`src/rtl/cnn_pkg.sv`:
```
// ============================================================================
// cnn_pkg : fixed-point widths, saturation limits and accumulator state codes
// Rev 1.0
// ============================================================================
`default_nettype none

package cnn_pkg;

    localparam int NUM_WIDTH = 16;
    localparam int NUM_POINT = 8;
    localparam int ACC_WIDTH = 32;

    localparam logic signed [NUM_WIDTH-1:0] NUM_MAX = {1'b0, {(NUM_WIDTH-1){1'b1}}};
    localparam logic signed [NUM_WIDTH-1:0] NUM_MIN = {1'b1, {(NUM_WIDTH-1){1'b0}}};

    typedef enum logic [0:0] {
        ACC_IDLE = 1'b0,
        ACC_RUN  = 1'b1
    } acc_state_t;

endpackage

`default_nettype wire

```
`src/rtl/num_sat.sv`:
```
// ============================================================================
// num_sat : optional ReLU followed by signed saturation from IN_WIDTH to OUT_WIDTH
// Rev 1.0
// ============================================================================
`default_nettype none

module num_sat #(
    parameter int IN_WIDTH  = cnn_pkg::ACC_WIDTH,
    parameter int OUT_WIDTH = cnn_pkg::NUM_WIDTH
) (
    input  logic signed [IN_WIDTH-1:0]  din,
    input  logic                        relu_en,
    output logic signed [OUT_WIDTH-1:0] dout
);

    localparam logic signed [OUT_WIDTH-1:0] C_MAX = {1'b0, {(OUT_WIDTH-1){1'b1}}};
    localparam logic signed [OUT_WIDTH-1:0] C_MIN = {1'b1, {(OUT_WIDTH-1){1'b0}}};

    // The value fits only when every bit from the output sign bit upward agrees.
    logic [IN_WIDTH-OUT_WIDTH:0] w_upper;
    logic                        w_neg;

    assign w_upper = din[IN_WIDTH-1:OUT_WIDTH-1];
    assign w_neg   = din[IN_WIDTH-1];

    always_comb begin
        dout = din[OUT_WIDTH-1:0];
        if (relu_en && w_neg) begin
            dout = '0;
        end else if (!w_neg && (|w_upper)) begin
            dout = C_MAX;
        end else if (w_neg && !(&w_upper)) begin
            dout = C_MIN;
        end
    end

endmodule

`default_nettype wire

```
`src/rtl/kernel_accum.sv`:
```
// ============================================================================
// kernel_accum : per-window accumulate + bias, optional ReLU, saturate, valid/ready out
// Rev 1.0
// ============================================================================
`default_nettype none

module kernel_accum #(
    parameter int NUM_WIDTH = cnn_pkg::NUM_WIDTH,
    parameter int ACC_WIDTH = cnn_pkg::ACC_WIDTH
) (
    input  logic                        clk,
    input  logic                        rst_n,
    input  logic                        up_val,
    input  logic                        up_last,
    input  logic signed [NUM_WIDTH-1:0] up_data,
    output logic                        up_rdy,
    input  logic signed [NUM_WIDTH-1:0] bias,
    input  logic                        relu_en,
    output logic                        dn_val,
    input  logic                        dn_rdy,
    output logic signed [NUM_WIDTH-1:0] dn_data,
    output logic                        err
);

    import cnn_pkg::*;

    acc_state_t                  r_state;
    logic signed [ACC_WIDTH-1:0] r_acc;

    logic                        w_accept;
    logic signed [ACC_WIDTH-1:0] w_data_ext;
    logic signed [ACC_WIDTH-1:0] w_bias_ext;
    logic signed [ACC_WIDTH-1:0] w_base;
    logic signed [ACC_WIDTH-1:0] w_sum;
    logic signed [NUM_WIDTH-1:0] w_result;

    // Every beat is gated, so a new result can never overwrite an unconsumed one.
    assign up_rdy   = !dn_val || dn_rdy;
    assign w_accept = up_val && up_rdy;

    assign w_data_ext = {{(ACC_WIDTH-NUM_WIDTH){up_data[NUM_WIDTH-1]}}, up_data};
    assign w_bias_ext = {{(ACC_WIDTH-NUM_WIDTH){bias[NUM_WIDTH-1]}}, bias};

    // The first beat of a window starts from the bias instead of the stale accumulator.
    assign w_base = (r_state == ACC_IDLE) ? w_bias_ext : r_acc;
    assign w_sum  = w_base + w_data_ext;

    num_sat #(
        .IN_WIDTH  (ACC_WIDTH),
        .OUT_WIDTH (NUM_WIDTH)
    ) u_num_sat (
        .din     (w_sum),
        .relu_en (relu_en),
        .dout    (w_result)
    );

    always_ff @(posedge clk or negedge rst_n) begin
        if (!rst_n) begin
            r_state <= ACC_IDLE;
            r_acc   <= '0;
            dn_val  <= 1'b0;
            dn_data <= '0;
            err     <= 1'b0;
        end else begin
            if (up_val && !up_rdy) begin
                err <= 1'b1;
            end

            if (dn_val && dn_rdy) begin
                dn_val <= 1'b0;
            end

            // A load in the same cycle as a drain takes priority over the clear above.
            if (w_accept) begin
                r_acc <= w_sum;
                if (up_last) begin
                    dn_val  <= 1'b1;
                    dn_data <= w_result;
                    r_state <= ACC_IDLE;
                end else begin
                    r_state <= ACC_RUN;
                end
            end
        end
    end

endmodule

`default_nettype wire

```
`config.mk`:
```
export PLATFORM = sky130hd
export DESIGN_NAME = kernel_accum
export DESIGN_NICKNAME = d
export VERILOG_FILES = /design/src/rtl/cnn_pkg.sv /design/src/rtl/num_sat.sv /design/src/rtl/kernel_accum.sv
export SDC_FILE = /design/constraint.sdc
export NUM_CORES = 1
export LEC_CHECK = 0
export CORE_MARGIN = 5
export CORE_UTILIZATION = 35
export DETAILED_ROUTE_END_ITERATION = 16
export PLACE_DENSITY_LB_ADDON = 0.15
export RECOVER_POWER = 100
export SLEW_MARGIN = 20
export SYNTH_ARGS = -nofsm -noshare
export SYNTH_HDL_FRONTEND = slang
export SYNTH_HIERARCHICAL = 1
export SYNTH_SLANG_ARGS = --single-unit
```
`constraint.sdc`:
```
create_clock -name clk -period 7.4 [get_ports clk]
set_clock_uncertainty 0.1 [all_clocks]
set_input_delay 1.11 -clock clk [delete_from_list [all_inputs] [get_ports clk]]
set_output_delay 1.11 -clock clk [all_outputs]
set_load 0.02 [all_outputs]
```
==> results.txt <==
The number of enable flip-flop cells after synthesis was 0; the transition time at the pin with the least slew margin was 2950 ps. The number of global-route vias before repair was 3961; the largest net degree at the start of global routing was 52. The fraction of final layout cells with drive strength greater than 1 is 9.75%, and the worst ir drop on vdd is 131 uV. After clock tree synthesis, the clock-pin slew on the worst setup and hold paths is 70 ps.

Pin placement for this block handled 57 I/O pins. The tools report the final number of hold-violating endpoints as 0. The worst register-to-register path has a setup slack of 1720 ps. The average cell area after synthesis was 8.14 sq um; the count of hold buffers inserted by post-cts repair was 0. The final standard cell area without fillers came out at 5030 sq um.

Across the run, the number of max-cap violations was 2. The number of synthesized register bits was 51. The most common flop cell mapped by yosys is dfrtp_1.

The routed wire length per instance came out at 16.8 um. The logs give 524 for the post-synthesis cell count and 7480 ps for the data required time at the worst endpoint. CTS placed an instance of clkbuf_16 at the clock tree root. The headroom to the max-slew limit was -96.7%; the post-route setup TNS was 0 ps. The instance count on the critical path is 16, and the sum of routed wire length over all layers is 12000 um. The path class of the tightest hold or removal check is flip-flop to flip-flop. The run gives 300 ps as the clock latency at the later pin of the worst-skew pair.

In this run the vertical extent of the chip is 120 um. The power per unit of standard cell area was 406 nW/um^2. Along the worst path, the maximum fanout reaches 15. The floorplan has 40 rows.

Summed over all layers, the global routing overflow is 0. The cell family contributing the most delay on the critical path is compound AO/OA/AOI/OAI gates. After detailed routing, the number of vias per cell comes to 5.37. The final reports fail on capacitance limit, slew limit. The critical path ends at dn_data[8].

In this run the cell area measured after placement is 4920 sq um. The logs give 5 for the number of buffers created by CTS and 6 for the total number of yosys warnings. Counting the fill cells in the layout gives 1232. The tools report the total leakage power as 2.30 nW. Sequential elements use 29.9% of the synthesized area.

Setup repair after global routing left no endpoint under its margin. For the first-pass iteration count of the detailed router, the log shows 4. In this run the critical register-to-register path is captured at dn_data[8]. The tools report the number of inserted diodes as 0. Measured in cells, the most critical reg-to-reg path has a length of 15. The post-route fraction of the period consumed by the critical path is 81.7%, and the async set-or-reset flop fraction in the synthesized netlist is 100%.

The signal on the critical path passes through dlygate4sd3_1 -> mux2_2 -> ha_1 -> fa_1 -> a21oi_1 -> o211ai_1 -> a31oi_1 -> a21oi_1 -> o2111ai_1 -> nand2_1 -> xor2_1 -> nand4_1 -> nor4_1 -> a41oi_1 -> nor2_1 -> mux2_2. The cell type contributing the most total cell area after synthesis was dfrtp_1. The proportion of netlist area held by the largest area contributor was 29.9%; the netlist area before placement was 4270 sq um. The worst path buffer plus inverter count came out at 1.

Across all layers, the routed design uses 3821 vias. After clock tree synthesis, the setup repair step added 0 buffers. For the total die area, the log shows 14500 sq um.

Global routing consumed, over all layers together, 16.8% of the routing resources. By area the synthesized netlist is led by dfrtp_1 (30%), mux2_2 (11%), nand2_1 (10%), ha_1 (9.1%), nor2_1 (4.5%). For this design, the sink count on the clock tree is 51.

Most instantiated library cell after synthesis: nand2_1. The tools report the net count of the mapped netlist as 594. The critical path launch point type is an input port. The nature of the critical path endpoint was a flip-flop.

The number of routed nets with antenna violations was 0. The most critical setup path has its startpoint at bias[0]. The detailed router finished its first iteration with 192 violations. After detailed routing, the number of remaining DRC violations is 0. Summed over all nets, the half-perimeter wirelength after detailed placement is 8790 um. The post-CTS resize count is 0. The H-tree generated during clock tree synthesis spans 2 levels.

The largest single stage delay on the critical path is 1030 ps. TritonCTS built the clock tree. On the critical path, the stage with the largest delay is an instance of a41oi_1. In this run the most critical hold path is launched from err. The run finished, with violations left.

The shortest period the worst path allows works out to 6040 ps. For the number of distinct library cell variants in the gate-level netlist after synthesis, the log shows 52. The setup path with the least slack is of type input port to flip-flop. In the synthesized netlist, the cells that appear most often are nand2_1 (117), dfrtp_1 (51), nor2_1 (51).

The initial antenna violation count came out at 0. Setup violations remaining at the end of the flow were counted as 0. The total of buffers placed on input and output ports was 56.

The first global-routing pass estimated 20000 um of wire. For the number of max-slew violations in the final report, the log shows 87. At the worst endpoint, the arrival time is 6130 ps. The tools report the startpoint of the most critical register-to-register path as r_state.

Once the floorplan was initialized, standard cells occupied 35.7% of the core. The net count of the finished layout was 633; the weighted congestion reported at the end of routability-driven placement was 0.876. The die is 120 um wide.

For the maximum clock rate, the log shows 166 MHz. The largest buffer count on any clock path is 2, and the area of the core is 12000 sq um. The layout-stage area growth over the synthesis result works out to 17.8%.
==> layout make-up <==
cell class	count	area [sq um]	area share, %
clock buffer	6	129	2.56
clock inverter	2	16.3	0.323
timing repair buffer	61	586	11.6
multi-input combinational	431	2790	55.5
inverter	13	48.8	0.970
tap	147	184	3.66
sequential	51	1280	25.4
==> where the power goes <==
part	switching (mW)	leakage, nW	internal, mW
sequential	0.0682	0.615	0.409
combinational	0.779	1.62	0.541
clock	0.116	0.0675	0.127
==> worst min path at each step <==
| stage | end | slack, ps | cells after the start |
|---|---|---|---|
| floorplan | r_acc[0] | 340 | 2 |
| global placement | r_acc[12] | 350 | 2 |
| detailed placement | r_acc[10] | 360 | 2 |
| CTS | r_acc[10] | 380 | 2 |
| global route | r_acc[12] | 400 | 2 |
| finish | err | 370 | 1 |
==> placed cells by master (no fill, tap or decap), types with 2 or more instances in the layout <==
| cell | n |
|---|---|
| a211o_1 | 2 |
| a211oi_1 | 6 |
| a21boi_0 | 2 |
| a21o_1 | 13 |
| a21oi_1 | 37 |
| a31oi_1 | 5 |
| a41oi_1 | 4 |
| and3_1 | 5 |
| buf_4 | 3 |
| clkbuf_1 | 3 |
| clkbuf_16 | 5 |
| clkdlybuf4s50_1 | 33 |
| dfrtp_1 | 51 |
| dlygate4sd3_1 | 22 |
| ha_1 | 31 |
| inv_1 | 13 |
| mux2_2 | 41 |
| nand2_1 | 117 |
| nand2b_1 | 3 |
| nand3_1 | 6 |
| nand4_1 | 9 |
| nand4b_1 | 2 |
| nor2_1 | 51 |
| nor2b_1 | 2 |
| nor3_1 | 5 |
| nor4_1 | 6 |
| o2111ai_1 | 4 |
| o211ai_1 | 4 |
| o21a_1 | 4 |
| o21ai_0 | 19 |
| o21bai_1 | 5 |
| o22ai_1 | 2 |
| o31ai_1 | 2 |
| xnor2_1 | 17 |
| xor2_1 | 12 |
==> per-layer routing <==
layer / part of all wire [%] / global-route usage [%] / routed length, um / up-vias
met5: 0 / 0 / 0 / -
met4: 0.64 / 3.33 / 76 / 0
met3: 3.6 / 2.90 / 432 / 6
met2: 47 / 28.5 / 5660 / 66
met1: 48 / 22.6 / 5780 / 1826
li1: - / - / - / 1923
==> stage by stage <==
step	hold WS, ps	util, %	std cells	worst slack (ps)	power (mW)
floorplan	340	-	524	2820	1.46
global placement	354	41.1	703	1670	1.81
detailed placement	358	41.1	703	1620	1.82
CTS	377	42.4	711	1940	2.08
global route	397	42.0	711	1000	2.22
finish	371	42.0	711	1360	2.04
==> registers in the layout, summed over array words and instances, names as in the netlist <==
name and flops:
r_acc 32, dn_data 16, dn_val 1, err 1
r_state 1
==> logic make-up (layout without fill, tap and decap cells) <==
kind of cell	after synthesis	in the layout	synth area share, %
simple gates	210	210	21.2
compound gates	118	118	18.2
buf+inv	42	82	4.05
fa+ha+maj	32	32	9.56
flops	51	51	29.9
xor+xnor	29	29	5.95
mux	42	42	11.1
(Power assumes the default switching activity.)
